File: config.mk
export PLATFORM = sky130hd
export DESIGN_NAME = reg_writeback_flat
export DESIGN_NICKNAME = d
export VERILOG_FILES = /design/src/rtl/reg_writeback_pkg.sv /design/src/rtl/reg_writeback_if.sv /design/src/rtl/reg_writeback_wb_arb2.sv /design/src/rtl/reg_writeback.sv /design/src/flat_wrapper.sv
export SDC_FILE = /design/constraint.sdc
export NUM_CORES = 1
export LEC_CHECK = 0
export ABC_CLOCK_PERIOD_IN_PS = 2600
export BUFFER_PORTS_ARGS = -buffer_cell sky130_fd_sc_hd__buf_2
export CORE_MARGIN = 2
export CORE_UTILIZATION = 40
export CTS_CLUSTER_SIZE = 14
export DETAILED_ROUTE_END_ITERATION = 12
export GPL_ROUTABILITY_DRIVEN = 0
export HOLD_SLACK_MARGIN = 0.1
export REMOVE_ABC_BUFFERS = 1
export SLEW_MARGIN = 10
export SYNTH_ARGS = -nofsm -noshare
export SYNTH_HDL_FRONTEND = slang
export SYNTH_SLANG_ARGS = --single-unit
export TNS_END_PERCENT = 50
File: constraint.sdc
create_clock -name clk -period 2.6 [get_ports clk]
set_input_delay 0.26 -clock clk [delete_from_list [all_inputs] [get_ports clk]]
set_output_delay 0.26 -clock clk [all_outputs]
set_load 0.01 [all_outputs]
File: src/rtl/reg_writeback_pkg.sv
// Shared core constants for the writeback path plus the result-source encoding.
package reg_writeback_pkg;
  localparam int XLEN       = 32;
  localparam int REG_AWIDTH = 5;
  localparam int REG_CNT    = 1 << REG_AWIDTH;

  typedef enum logic {
    SRC_A = 1'b0,
    SRC_B = 1'b1
  } src_e;
endpackage

File: src/rtl/reg_writeback_if.sv
// Issue, result and register-file write signals between decode, execute units and writeback.
interface reg_writeback_if
  import reg_writeback_pkg::*;
#(
  parameter int DWIDTH = XLEN
);
  logic                  iss_valid;
  logic [REG_AWIDTH-1:0] iss_rd;
  logic                  iss_ready;
  logic                  a_valid;
  logic                  a_ready;
  logic [REG_AWIDTH-1:0] a_rd;
  logic [DWIDTH-1:0]     a_data;
  logic                  b_valid;
  logic                  b_ready;
  logic [REG_AWIDTH-1:0] b_rd;
  logic [DWIDTH-1:0]     b_data;
  logic                  wb_wr;
  logic [REG_AWIDTH-1:0] wb_addr;
  logic [DWIDTH-1:0]     wb_data;
  logic [REG_AWIDTH-1:0] chk_rs1;
  logic [REG_AWIDTH-1:0] chk_rs2;
  logic                  busy_rs1;
  logic                  busy_rs2;
  logic                  idle;
  logic                  err_unres;

  modport slave (
    input  iss_valid, iss_rd, a_valid, a_rd, a_data, b_valid, b_rd, b_data, chk_rs1, chk_rs2,
    output iss_ready, a_ready, b_ready, wb_wr, wb_addr, wb_data, busy_rs1, busy_rs2, idle, err_unres
  );

  modport master (
    output iss_valid, iss_rd, a_valid, a_rd, a_data, b_valid, b_rd, b_data, chk_rs1, chk_rs2,
    input  iss_ready, a_ready, b_ready, wb_wr, wb_addr, wb_data, busy_rs1, busy_rs2, idle, err_unres
  );
endinterface

File: src/rtl/reg_writeback_wb_arb2.sv
// Two-input round-robin arbiter; gnt[0] is source A, gnt[1] is source B.
module wb_arb2
  import reg_writeback_pkg::*;
(
  input  logic       clk,
  input  logic       rst,
  input  logic [1:0] req,
  output logic [1:0] gnt
);
  src_e last_grant;

  always_comb begin
    gnt = 2'b00;
    if (!rst) begin
      if (req == 2'b11) gnt = (last_grant == SRC_A) ? 2'b10 : 2'b01;
      else              gnt = req;
    end
  end

  // Reset to "A last" so B wins the first contested cycle.
  always_ff @(posedge clk) begin
    if (rst)         last_grant <= SRC_A;
    else if (gnt[1]) last_grant <= SRC_B;
    else if (gnt[0]) last_grant <= SRC_A;
  end
endmodule

File: src/rtl/reg_writeback.sv
// Writeback stage: arbitrates ALU/load results onto the register-file write port and tracks pending destinations.
module reg_writeback
  import reg_writeback_pkg::*;
#(
  parameter int DWIDTH = XLEN
)(
  input logic           clk,
  input logic           rst,
  reg_writeback_if.slave bus
);
  localparam int AWIDTH = REG_AWIDTH;

  logic [1:0]          gnt;
  logic                xfer;
  logic [AWIDTH-1:0]   xfer_rd;
  logic [DWIDTH-1:0]   xfer_data;
  logic                xfer_wr;
  logic                iss_fire;
  logic [REG_CNT-1:1]  pend_q;
  logic [REG_CNT-1:1]  pend_nxt;
  logic [REG_CNT-1:0]  pending;
  logic                wr_q;
  logic [AWIDTH-1:0]   addr_q;
  logic [DWIDTH-1:0]   data_q;
  logic                err_q;

  wb_arb2 u_arb (
    .clk (clk),
    .rst (rst),
    .req ({bus.b_valid, bus.a_valid}),
    .gnt (gnt)
  );

  assign pending   = {pend_q, 1'b0};
  assign xfer      = |gnt;
  assign xfer_rd   = gnt[1] ? bus.b_rd   : bus.a_rd;
  assign xfer_data = gnt[1] ? bus.b_data : bus.a_data;
  assign xfer_wr   = xfer && (xfer_rd != '0);

  assign bus.a_ready   = gnt[0];
  assign bus.b_ready   = gnt[1];
  assign bus.iss_ready = !rst && !pending[bus.iss_rd];
  assign iss_fire      = bus.iss_valid && bus.iss_ready && (bus.iss_rd != '0);

  // Issue set is applied after the transfer clear so a same-edge re-reservation survives.
  always_comb begin
    pend_nxt = pend_q;
    for (int i = 1; i < REG_CNT; i++) begin
      if (xfer_wr && xfer_rd == AWIDTH'(i))      pend_nxt[i] = 1'b0;
      if (iss_fire && bus.iss_rd == AWIDTH'(i))  pend_nxt[i] = 1'b1;
    end
  end

  always_ff @(posedge clk) begin
    if (rst) begin
      pend_q <= '0;
      wr_q   <= 1'b0;
      addr_q <= '0;
      data_q <= '0;
      err_q  <= 1'b0;
    end else begin
      pend_q <= pend_nxt;
      wr_q   <= xfer_wr;
      if (xfer_wr) begin
        addr_q <= xfer_rd;
        data_q <= xfer_data;
        if (!pending[xfer_rd]) err_q <= 1'b1;
      end
    end
  end

  assign bus.wb_wr     = wr_q;
  assign bus.wb_addr   = addr_q;
  assign bus.wb_data   = data_q;
  assign bus.err_unres = err_q;

  // Stay busy through the write cycle: the regfile only captures data at the end of it.
  assign bus.busy_rs1 = pending[bus.chk_rs1] || (wr_q && addr_q == bus.chk_rs1);
  assign bus.busy_rs2 = pending[bus.chk_rs2] || (wr_q && addr_q == bus.chk_rs2);
  assign bus.idle     = (pend_q == '0) && !wr_q;
endmodule

File: src/flat_wrapper.sv
// flat-port wrapper written by rule: the top's interface ports become plain ports
module reg_writeback_flat import reg_writeback_pkg::*;
#(
  parameter int DWIDTH = XLEN
)
  (clk, rst, bus_iss_valid, bus_iss_rd, bus_a_valid, bus_a_rd, bus_a_data, bus_b_valid, bus_b_rd, bus_b_data, bus_chk_rs1, bus_chk_rs2, bus_iss_ready, bus_a_ready, bus_b_ready, bus_wb_wr, bus_wb_addr, bus_wb_data, bus_busy_rs1, bus_busy_rs2, bus_idle, bus_err_unres);
  reg_writeback_if #(.DWIDTH(DWIDTH)) bus_i ();
  input logic clk;
  input logic rst;
  input wire logic [$bits(bus_i.iss_valid)-1:0] bus_iss_valid;
  input wire logic [$bits(bus_i.iss_rd)-1:0] bus_iss_rd;
  input wire logic [$bits(bus_i.a_valid)-1:0] bus_a_valid;
  input wire logic [$bits(bus_i.a_rd)-1:0] bus_a_rd;
  input wire logic [$bits(bus_i.a_data)-1:0] bus_a_data;
  input wire logic [$bits(bus_i.b_valid)-1:0] bus_b_valid;
  input wire logic [$bits(bus_i.b_rd)-1:0] bus_b_rd;
  input wire logic [$bits(bus_i.b_data)-1:0] bus_b_data;
  input wire logic [$bits(bus_i.chk_rs1)-1:0] bus_chk_rs1;
  input wire logic [$bits(bus_i.chk_rs2)-1:0] bus_chk_rs2;
  output wire logic [$bits(bus_i.iss_ready)-1:0] bus_iss_ready;
  output wire logic [$bits(bus_i.a_ready)-1:0] bus_a_ready;
  output wire logic [$bits(bus_i.b_ready)-1:0] bus_b_ready;
  output wire logic [$bits(bus_i.wb_wr)-1:0] bus_wb_wr;
  output wire logic [$bits(bus_i.wb_addr)-1:0] bus_wb_addr;
  output wire logic [$bits(bus_i.wb_data)-1:0] bus_wb_data;
  output wire logic [$bits(bus_i.busy_rs1)-1:0] bus_busy_rs1;
  output wire logic [$bits(bus_i.busy_rs2)-1:0] bus_busy_rs2;
  output wire logic [$bits(bus_i.idle)-1:0] bus_idle;
  output wire logic [$bits(bus_i.err_unres)-1:0] bus_err_unres;
  assign bus_i.iss_valid = bus_iss_valid;
  assign bus_i.iss_rd = bus_iss_rd;
  assign bus_i.a_valid = bus_a_valid;
  assign bus_i.a_rd = bus_a_rd;
  assign bus_i.a_data = bus_a_data;
  assign bus_i.b_valid = bus_b_valid;
  assign bus_i.b_rd = bus_b_rd;
  assign bus_i.b_data = bus_b_data;
  assign bus_i.chk_rs1 = bus_chk_rs1;
  assign bus_i.chk_rs2 = bus_chk_rs2;
  assign bus_iss_ready = bus_i.iss_ready;
  assign bus_a_ready = bus_i.a_ready;
  assign bus_b_ready = bus_i.b_ready;
  assign bus_wb_wr = bus_i.wb_wr;
  assign bus_wb_addr = bus_i.wb_addr;
  assign bus_wb_data = bus_i.wb_data;
  assign bus_busy_rs1 = bus_i.busy_rs1;
  assign bus_busy_rs2 = bus_i.busy_rs2;
  assign bus_idle = bus_i.idle;
  assign bus_err_unres = bus_i.err_unres;
  reg_writeback #(.DWIDTH(DWIDTH)) u_core (.clk(clk), .rst(rst), .bus(bus_i));
endmodule
Word-level counts from Yosys, hierarchy flattened
Index checks and enable logic that the tools add are counted.
W data, S select, Z words.

storage, ports and cells
  register bits after elaboration = 71
  logic and storage cells = 294
  input port bits = 94

cells by class
  $lt $le $gt $ge = 4
  equality and inequality tests = 65
  bitwise gates (word level) = 1
  reductions and logical operators = 111
  mux-type cells = 77

operators by type and width
  operator              count
  $eq A5 B5 Y1 const B  32
  $eq A5 B4 Y1 const B  16
  $logic_and A1 B1 Y1   69
  $mux W1               68
  $reduce_bool A2 Y1    32
  $eq A5 B3 Y1 const B  8
  $mux W32              1
  $logic_not A31 Y1     1
  $lt A5 B6 Y1 const B  4
  $bmux W1 S5           4
  $eq A5 B2 Y1 const B  4
  $eq A5 B1 Y1 const B  2
  $eq A5 B5 Y1          2
  $reduce_bool A5 Y1    2
  $mux W2               3
  $mux W5               1
  $logic_not A1 Y1      3
  $eq A2 B2 Y1 const B  1
  $logic_or A1 B1 Y1    2
  $reduce_and A2 Y1     1
  $reduce_or A2 Y1      1
  $not A1 Y1            1

Logic depth before layout (Yosys ltp)
Gate-level depths: netlist of run 1.

  word-level depth = 9
  gate-level depth with buffers = 10

Modules after synthesis
From an unflattened synthesis of run 1, not the netlist that was laid out.

second synthesis, totals
  cell total of the unflattened synthesis = 453
  area, all modules = 4,425.5 µm²

by module, submodules not included
  module         area each (µm²)  cells each  instances
  reg_writeback  4,364.2          447         1
  wb_arb2        61.3             6           1

Worst setup path after synthesis of run 1
OpenSTA, ideal clock, no wires.

  kind = input-to-reg
  start = in rst
  end = reg u_core.err_q, in the netlist u_core.bus.err_unres
  data arrival time = 2.191 ns
  required time = 2.541 ns
  setup time = 0.059 ns
  stages on the path = 9
  setup slack = 0.350 ns
  buffers on the path = 2
  cell sequence = buf_2 -> inv_2 -> nand2_1 -> buf_2 -> a21oi_2 -> mux4_2 -> a221oi_1 -> a22oi_1 -> nand2_1

between the ends
  word-level cells in the longest chain between the ends = 6

ends and longest elaborated chain
  element                        RTL line                     RTL
  start, declared                flat_wrapper.sv:9            input logic rst;
  $mux W2                        reg_writeback_wb_arb2.sv:14  if (!rst) begin
  $mux W5                        reg_writeback.sv:36          assign xfer_rd = gnt[1] ? bus.b_rd : bus.a_rd;
  $bmux W1 S5                    reg_writeback.sv:67          if (!pending[xfer_rd]) err_q <= 1'b1;
  $mux W1 (not written as such)  reg_writeback.sv:67
  $not A1 Y1 (no line)           -
  $reduce_and A2 Y1 (no line)    -
  end signal, assigned           reg_writeback.sv:60          err_q <= 1'b0;
  end signal, assigned           reg_writeback.sv:67
  end, declared                  reg_writeback.sv:25          logic err_q;

Several ways; a longest one is shown, not always the timed one. The select of a mux whose other input is x is not followed.
A chain may end at the register's enable or synchronous reset.

Final worst setup path of run 1
  start = reg u_core.pend_q[31] (netlist name)
  end = out bus_iss_ready

between the ends
  word-level cells in the longest chain between the ends = 4

ends and longest elaborated chain
  element                        RTL line             RTL
  start, declared                reg_writeback.sv:19  logic [REG_CNT-1:1] pend_q;
  start signal, assigned         reg_writeback.sv:62  pend_q <= pend_nxt;
  $bmux W1 S5                    reg_writeback.sv:42  assign bus.iss_ready = !rst && !pending[bus.iss_rd];
  $mux W1 (not written as such)  reg_writeback.sv:42
  $logic_not A1 Y1               reg_writeback.sv:42
  $logic_and A1 B1 Y1            reg_writeback.sv:42
  end, declared                  flat_wrapper.sv:20   output wire logic [$bits(bus_i.iss_ready)-1:0] bus_iss_ready;

No other way between the ends. The select of a mux whose other input is x is not followed.

==> results by group, run 1 <==
Run status
  – Status: complete, no violations

Worst setup path
  – Crit end category: primary output
  – Kind of critical path: flip-flop to primary output
  – WP data arrival: about 2.3 ns
  – Crit-path max FO: 6
  – Required @ worst endpoint: 2.34 ns
  – CP startpoint kind: flip-flop
  – R2R depth: 7

Synth
  – Largest cells by area after synthesis: dfxtp_1, mux4_2, mux2i_1
  – EDFF count, synth: 0
  – Register bit total from synthesis: 71
  – Syn_area_per_cell: 9.865 um2
  – Synth warn: 0
  – Main flop type after synthesis: dfxtp_1
  – Sequential area share after synthesis: 0.3195
  – Netlist cell types: 55
  – Syn Std Cell Area: 4449 um2
  – Area leader, netlist: dfxtp_1
  – Syn Inst Count: 451
  – Top-area cell type share of the netlist area: 0.3195
  – Asr flop ratio synth: 0

Clock network
  – # hold bufs at CTS: 0
  – CTS Buf Count: 9
  – TritonCTS Sinks: 71
  – Maximum buffer depth of the clock tree: 2
  – Skew-Pair Late Insertion Delay: 0.35 ns
  – CTS root buf: clkbuf_8
  – CTS tree: yes
  – Clk pin slew, worst setup/hold paths: 0.08 ns
  – # H-tree levels: 3

Global routing
  – Initial antenna violation count: 0
  – Gr usage total: 0.2270
  – Grt met2 use: 0.3523
  – Routing usage on met1: 0.3052
  – First-pass GRT wire length: 20740 um
  – Grt total ovfl: 0
  – Busiest layer in global routing: met2
  – Grt met3 use: 0.06106
  – Vias in the first global route: slightly below 4000
  – Pin count of the biggest net entering global routing: 63

Final layout
  – Final cell count without fillers: roughly 750
  – Layout fillers: about 1000
  – Seq. cell area: 1425 um2
  – Commonest non-fill, non-tap cell in the layout: buf_2
  – Antenna cell count: 0
  – Nets@finish: 694
  – P&R area growth vs syn: 27.31%
  – Multi-input gate area: ~2800 um2
  – Most frequent cells in the layout: buf_2, dfxtp_1, nor2_1
  – Share of cells above drive strength 1: 0.3934

Placed design
  – Post-placement cell count: 728
  – I/O Buffers: 138
  – Place WS: 0.08852 ns
  – DP Wirelength: 10570 um

Flow run
  – Max cap viols: 0

Timing
  – TNS Setup: 0 ns
  – Final Skew: just over 0.008 ns
  – Final hold vios: 0
  – Minimum clock period after layout: about 2.5 ns
  – RSZ-0062 raised after global routing: no
  – Final worst slack: 0.05652 ns
  – Normalized max-slew margin: 0.5485
  – Worst-margin pin slew: 0.6716 ns
  – Final setup fails: 0
  – Slew Viols, Final: 0
  – Final Cycle Share: 0.9783
  – Max Freq: slightly below 400 MHz

Die
  – Die Wd: about 110 um
  – Initial core utilization: 0.4104
  – DIE AREA: between 10000 and 15000 um2
  – Die height: 109.5 um
  – Core area: 10840 um2
  – Rows: 38
  – I/O pin total: between 100 and 150

Detailed routing
  – Final ANT Viol Nets: 0
  – Post-DR wirelength/cell: between 15 and 20 um
  – Vias/cell: 5.839
  – DR vias: 4350
  – Drt drc: 0
  – Routed wire length: between 10000 and 15000 um
  – Router iterations before antenna repair: 4
  – DRT iter0 DRCs: 302

Power and ir drop
  – Leak Pwr: about 2.5 nW
  – Worst VDD drop: 0.2998 mV
  – PwrDens: ~490 nW/um2

Hold path
  – Worst Hold Class: primary input to flip-flop
  – Worst hold stages: 3
==> synth_stat cells, drive strengths merged, types with 2 or more instances <==
master,n
dfxtp,71
o31ai,2
o31a,2
a21oi,5
xnor2,2
o21ai,38
xor2,8
mux2,6
and3,3
mux4,34
nor4,10
o211ai,16
a31o,2
o311ai,3
nand2,26
a22oi,4
nor2,47
a211o,8
inv,12
nand4,3
clkbuf,25
or4,2
nand3b,6
nand3,11
nor3,2
nand2b,6
buf,9
mux2i,36
a211oi,34
a311oi,2
nor2b,3
==> logic make-up after synthesis <==
logic type	synth area share
buffers and inverters	0.04387
AO/OA/AOI/OAI	0.1949
flip-flops	0.3195
XOR/XNOR	0.01969
AND/OR/NAND/NOR	0.1479
multiplexers	0.2742
==> sequential cells by signal, summed over array words and instances (netlist names) <==
register / flops
u_core.bus.err_unres: 1
u_core.bus.wb_addr: 5
u_core.bus.wb_data: 32
u_core.bus.wb_wr: 1
u_core.pend_q: 31
u_core.u_arb.last_grant: 1
==> area by class of cell <==
class                   instances  share of cell area
clock buffers                  11             0.02496
clock inverters                 5             0.01436
inverters                      12            0.007952
multi-input cells             334              0.5010
flip-flops and latches         71              0.2516
well taps                     140             0.03093
repair buffers                172              0.1692
==> per-layer routing <==
| layer | up-vias | share of wire | wire, um |
|---|---|---|---|
| li1 | 2062 | - | - |
| met1 | 2047 | 0.42 | 5769 |
| met2 | 216 | 0.48 | 6583 |
| met3 | 25 | 0.089 | 1235 |
| met4 | 0 | 0.017 | 229 |
| met5 | - | 0 | 0 |
==> through the flow <==
| step | cell area, um2 | hold WS, ns | utilization | total power, W |
|---|---|---|---|---|
| floorplan | 4299 | 0.3291 | - | 0.001546 |
| global placement | 5430 | 0.4834 | 0.5009 | 0.001822 |
| detailed placement | 5430 | 0.4895 | 0.5009 | 0.001832 |
| CTS | 5660 | 0.1912 | 0.5222 | 0.002831 |
| global route | 5664 | 0.2143 | 0.5225 | 0.002934 |
| finish | 5664 | 0.2094 | 0.5225 | 0.002797 |
==> where the power goes <==
group          internal [W]  total, W  switching [W]
combinational      0.000268  0.000604       0.000336
clock              0.000567  0.000990       0.000424
sequential          0.00116   0.00120      0.0000471
==> final timing paths <==
check / startpoint / to / slack, ns
worst max-delay path: u_core.pend_q[31]$_SDFFE_PP0P_ / bus_iss_ready / 0.06
worst min register to register: u_core.bus.wb_data[25]$_SDFFE_PP0P_ / u_core.bus.wb_data[25]$_SDFFE_PP0P_ / 0.50
worst min-delay path: bus_b_rd[3] / u_core.bus.wb_addr[3]$_SDFFE_PP0P_ / 0.21
worst max register to register: u_core.pend_q[31]$_SDFFE_PP0P_ / u_core.pend_q[15]$_SDFFE_PP0P_ / 0.16
==> worst max-delay path: stages, from the launching register on <==
cell     delay (ns)
dfxtp_1        0.38
mux4_1         0.52
mux4_2         0.49
mux2_4         0.30
nor2_8         0.11
buf_2          0.13
==> what timing repair did <==
action	4_1_cts	5_1_grt
gates resized for setup	0	3
setup buffers	1	0
pin swaps	1	0
endpoints found under the setup margin	1	1
Power figures use the tool's default switching activity.
==> run 2, diff against run 1 <==
--- a/config.mk
+++ b/config.mk
@@ -5,7 +5,7 @@
 export SDC_FILE = /design/constraint.sdc
 export NUM_CORES = 1
 export LEC_CHECK = 0
-export ABC_CLOCK_PERIOD_IN_PS = 2600
+export ABC_CLOCK_PERIOD_IN_PS = 3290
 export BUFFER_PORTS_ARGS = -buffer_cell sky130_fd_sc_hd__buf_2
 export CORE_MARGIN = 2
 export CORE_UTILIZATION = 40
@@ -14,7 +14,7 @@
 export GPL_ROUTABILITY_DRIVEN = 0
 export HOLD_SLACK_MARGIN = 0.1
 export REMOVE_ABC_BUFFERS = 1
-export SLEW_MARGIN = 10
+export SLEW_MARGIN = 30
 export SYNTH_ARGS = -nofsm -noshare
 export SYNTH_HDL_FRONTEND = slang
 export SYNTH_SLANG_ARGS = --single-unit
==> constraint.sdc (replaced) <==
create_clock -name clk -period 3.29 [get_ports clk]
set_input_delay 0.329 -clock clk [delete_from_list [all_inputs] [get_ports clk]]
set_output_delay 0.329 -clock clk [all_outputs]
set_load 0.01 [all_outputs]
==> run 2 against run 1 <==
Compared with the run above: cell count decreased by 3.8%; power decreased by 24%; hold slack improved by 0.060 ns; first-iteration DRC count decreased by 27%; critical endpoint unchanged.
==> results by group, run 2 (synthesized netlist as in run 1, its figures left out) <==
Run status
  – Status: complete, no violations

Detailed routing
  – DR vias: between 4000 and 5000
  – Routed wire length: 13650 um
  – Router iterations before antenna repair: 4
  – Final ANT Viol Nets: 0
  – Drt drc: 0
  – Post-DR wirelength/cell: 19.03 um
  – DRT iter0 DRCs: 221
  – Vias/cell: 5.912

Global routing
  – Vias in the first global route: 3809
  – Gr usage total: 0.2289
  – Pin count of the biggest net entering global routing: 63
  – Grt total ovfl: 0
  – First-pass GRT wire length: 20710 um
  – Initial antenna violation count: 0

Final layout
  – P&R area growth vs syn: 21.93%
  – Flip-flop count of the largest register after layout: 32
  – Commonest non-fill, non-tap cell in the layout: buf_2
  – Antenna cell count: 0
  – Share of cells above drive strength 1: 0.3588
  – Nets@finish: about 670
  – Most frequent cells in the layout: buf_2, dfxtp_1, nor2_1
  – Final Util: 0.5005

Clock network
  – Maximum buffer depth of the clock tree: 2
  – CTS root buf: clkbuf_8
  – Skew-Pair Late Insertion Delay: 0.36 ns
  – Post_cts resized: 0
  – TritonCTS Sinks: 71
  – CTS Buf Count: 9
  – # hold bufs at CTS: 0
  – # H-tree levels: 3
  – Setup Buffers After CTS: 0
  – CTS tree: yes
  – Clk pin slew, worst setup/hold paths: 0.08 ns

Power and ir drop
  – Switching share of power: 0.3045
  – Gate power share: 0.218
  – Worst VDD drop: 0.2322 mV
  – Sequential power share: 0.447
  – PwrDens: 394.1 nW/um2
  – Clock power frac: 0.336
  – Internal Power: 0.001487 W
  – Psw: roughly 0.00065 W
  – Leak Pwr: 2.363 nW

Die
  – I/O pin total: 139
  – Initial core utilization: 0.4104
  – Die Wd: around 110 um
  – Die height: 109.5 um
  – DIE AREA: ~12000 um2
  – Core area: 10840 um2
  – Rows: 38

Placed design
  – DP Wirelength: about 10000 um
  – I/O Buffers: 138

Timing
  – Max Freq: 363.7 MHz
  – Slew Viols, Final: 0
  – Minimum clock period after layout: 2.750 ns
  – Final Cycle Share: 0.8358
  – Worst Hold Slack: 0.2693 ns
  – Final Skew: 0.007194 ns
  – Final hold vios: 0
  – RSZ-0062 raised after global routing: no
  – Worst-margin pin slew: 0.7563 ns
  – Final setup fails: 0
  – Normalized max-slew margin: 0.4935

Worst setup path
  – Required @ worst endpoint: 2.96 ns
  – WP data arrival: 2.42 ns
  – Crit end category: primary output
  – Critical Path End: bus_iss_ready
  – R2R depth: 7
  – Crit-path max FO: 6
  – Critical path origin: u_core.pend_q[4]$_SDFFE_PP0P_
  – RR Startpoint: u_core.u_arb.last_grant$_SDFFE_PP0P_
  – Reg-to-reg endpoint: u_core.bus.err_unres$_SDFFE_PP0P_
  – CP startpoint kind: flip-flop
  – Kind of critical path: flip-flop to primary output
  – R2R Setup Slk: 0.79 ns

Flow run
  – Max cap viols: 0

Hold path
  – Worst Hold Class: primary input to flip-flop
[run 2: cell count changes in the layout (fill, tap and decap cells not counted)]
cell,before,now
clkinv_4,1,0
clkinv_2,1,2
dfxtp_2,3,0
inv_6,0,1
bufinv_16,2,1
dfxtp_1,68,71
buf_4,33,5
[run 2: power groups by stage]
stage               registers, W  clock network [W]  logic, W
finish                  0.000955           0.000717  0.000465
global route            0.000963           0.000776  0.000510
CTS                     0.000955           0.000735  0.000469
detailed placement      0.000974                  0  0.000467
global placement        0.000972                  0  0.000460
floorplan               0.000989                  0  0.000233
[run 2: critical path, cell delays in order (launching register included)]
cell     delay [ns]
dfxtp_1        0.40
mux4_1         0.53
mux4_2         0.47
mux2_4         0.32
nor2_8         0.17
buf_2          0.16
[run 2: layer usage]
layer / global-route usage / wire length [um] / vias to the layer above
met5: 0 / 0 / -
met4: 0.07052 / 186 / 0
met3: 0.05631 / 1144 / 16
met2: 0.3589 / 6630 / 196
met1: 0.3115 / 5685 / 2028
li1: - / - / 1999
[run 2: area by class of cell]
cell class | instances | area (um2)
Timing Repair Buffer | 144 | 748.2
Multi-Input combinational cell | 334 | 2838
Inverter | 12 | 45.04
Tap cell | 140 | 175.2
Clock inverter | 5 | 56.30
Clock buffer | 11 | 141.4
Sequential cell | 71 | 1421
Fill cell | 1048 | 5415
[run 2: how the worst min path moves through the flow]
stage,end,cells after the start,start
3_3_place_gp,u_core.bus.wb_data[24]$_SDFFE_PP0P_,2,u_core.bus.wb_data[24]$_SDFFE_PP0P_
4_1_cts,u_core.bus.wb_addr[3]$_SDFFE_PP0P_,3,bus_b_rd[3]
5_1_grt,u_core.bus.wb_addr[3]$_SDFFE_PP0P_,3,bus_b_rd[3]
3_5_place_dp,u_core.bus.wb_data[24]$_SDFFE_PP0P_,2,u_core.bus.wb_data[24]$_SDFFE_PP0P_
6_report,u_core.bus.wb_addr[3]$_SDFFE_PP0P_,3,bus_b_rd[3]
2_1_floorplan,u_core.u_arb.last_grant$_SDFFE_PP0P_,1,rst
[run 2: metrics by stage]
step / area, um2 / TNS [ns] / instances / setup slack, ns / power (W)
6_report: 5425 / 0 / 717 / 0.5402 / 0.002138
5_1_grt: 5425 / 0 / 717 / 0.4930 / 0.002248
4_1_cts: 5425 / 0 / 717 / 0.5255 / 0.002159
3_5_place_dp: 5228 / 0 / 701 / 0.6060 / 0.001441
3_3_place_gp: 5228 / 0 / 701 / 0.6549 / 0.001432
2_1_floorplan: 4299 / -39.57 / 417 / -1.009 / 0.001221
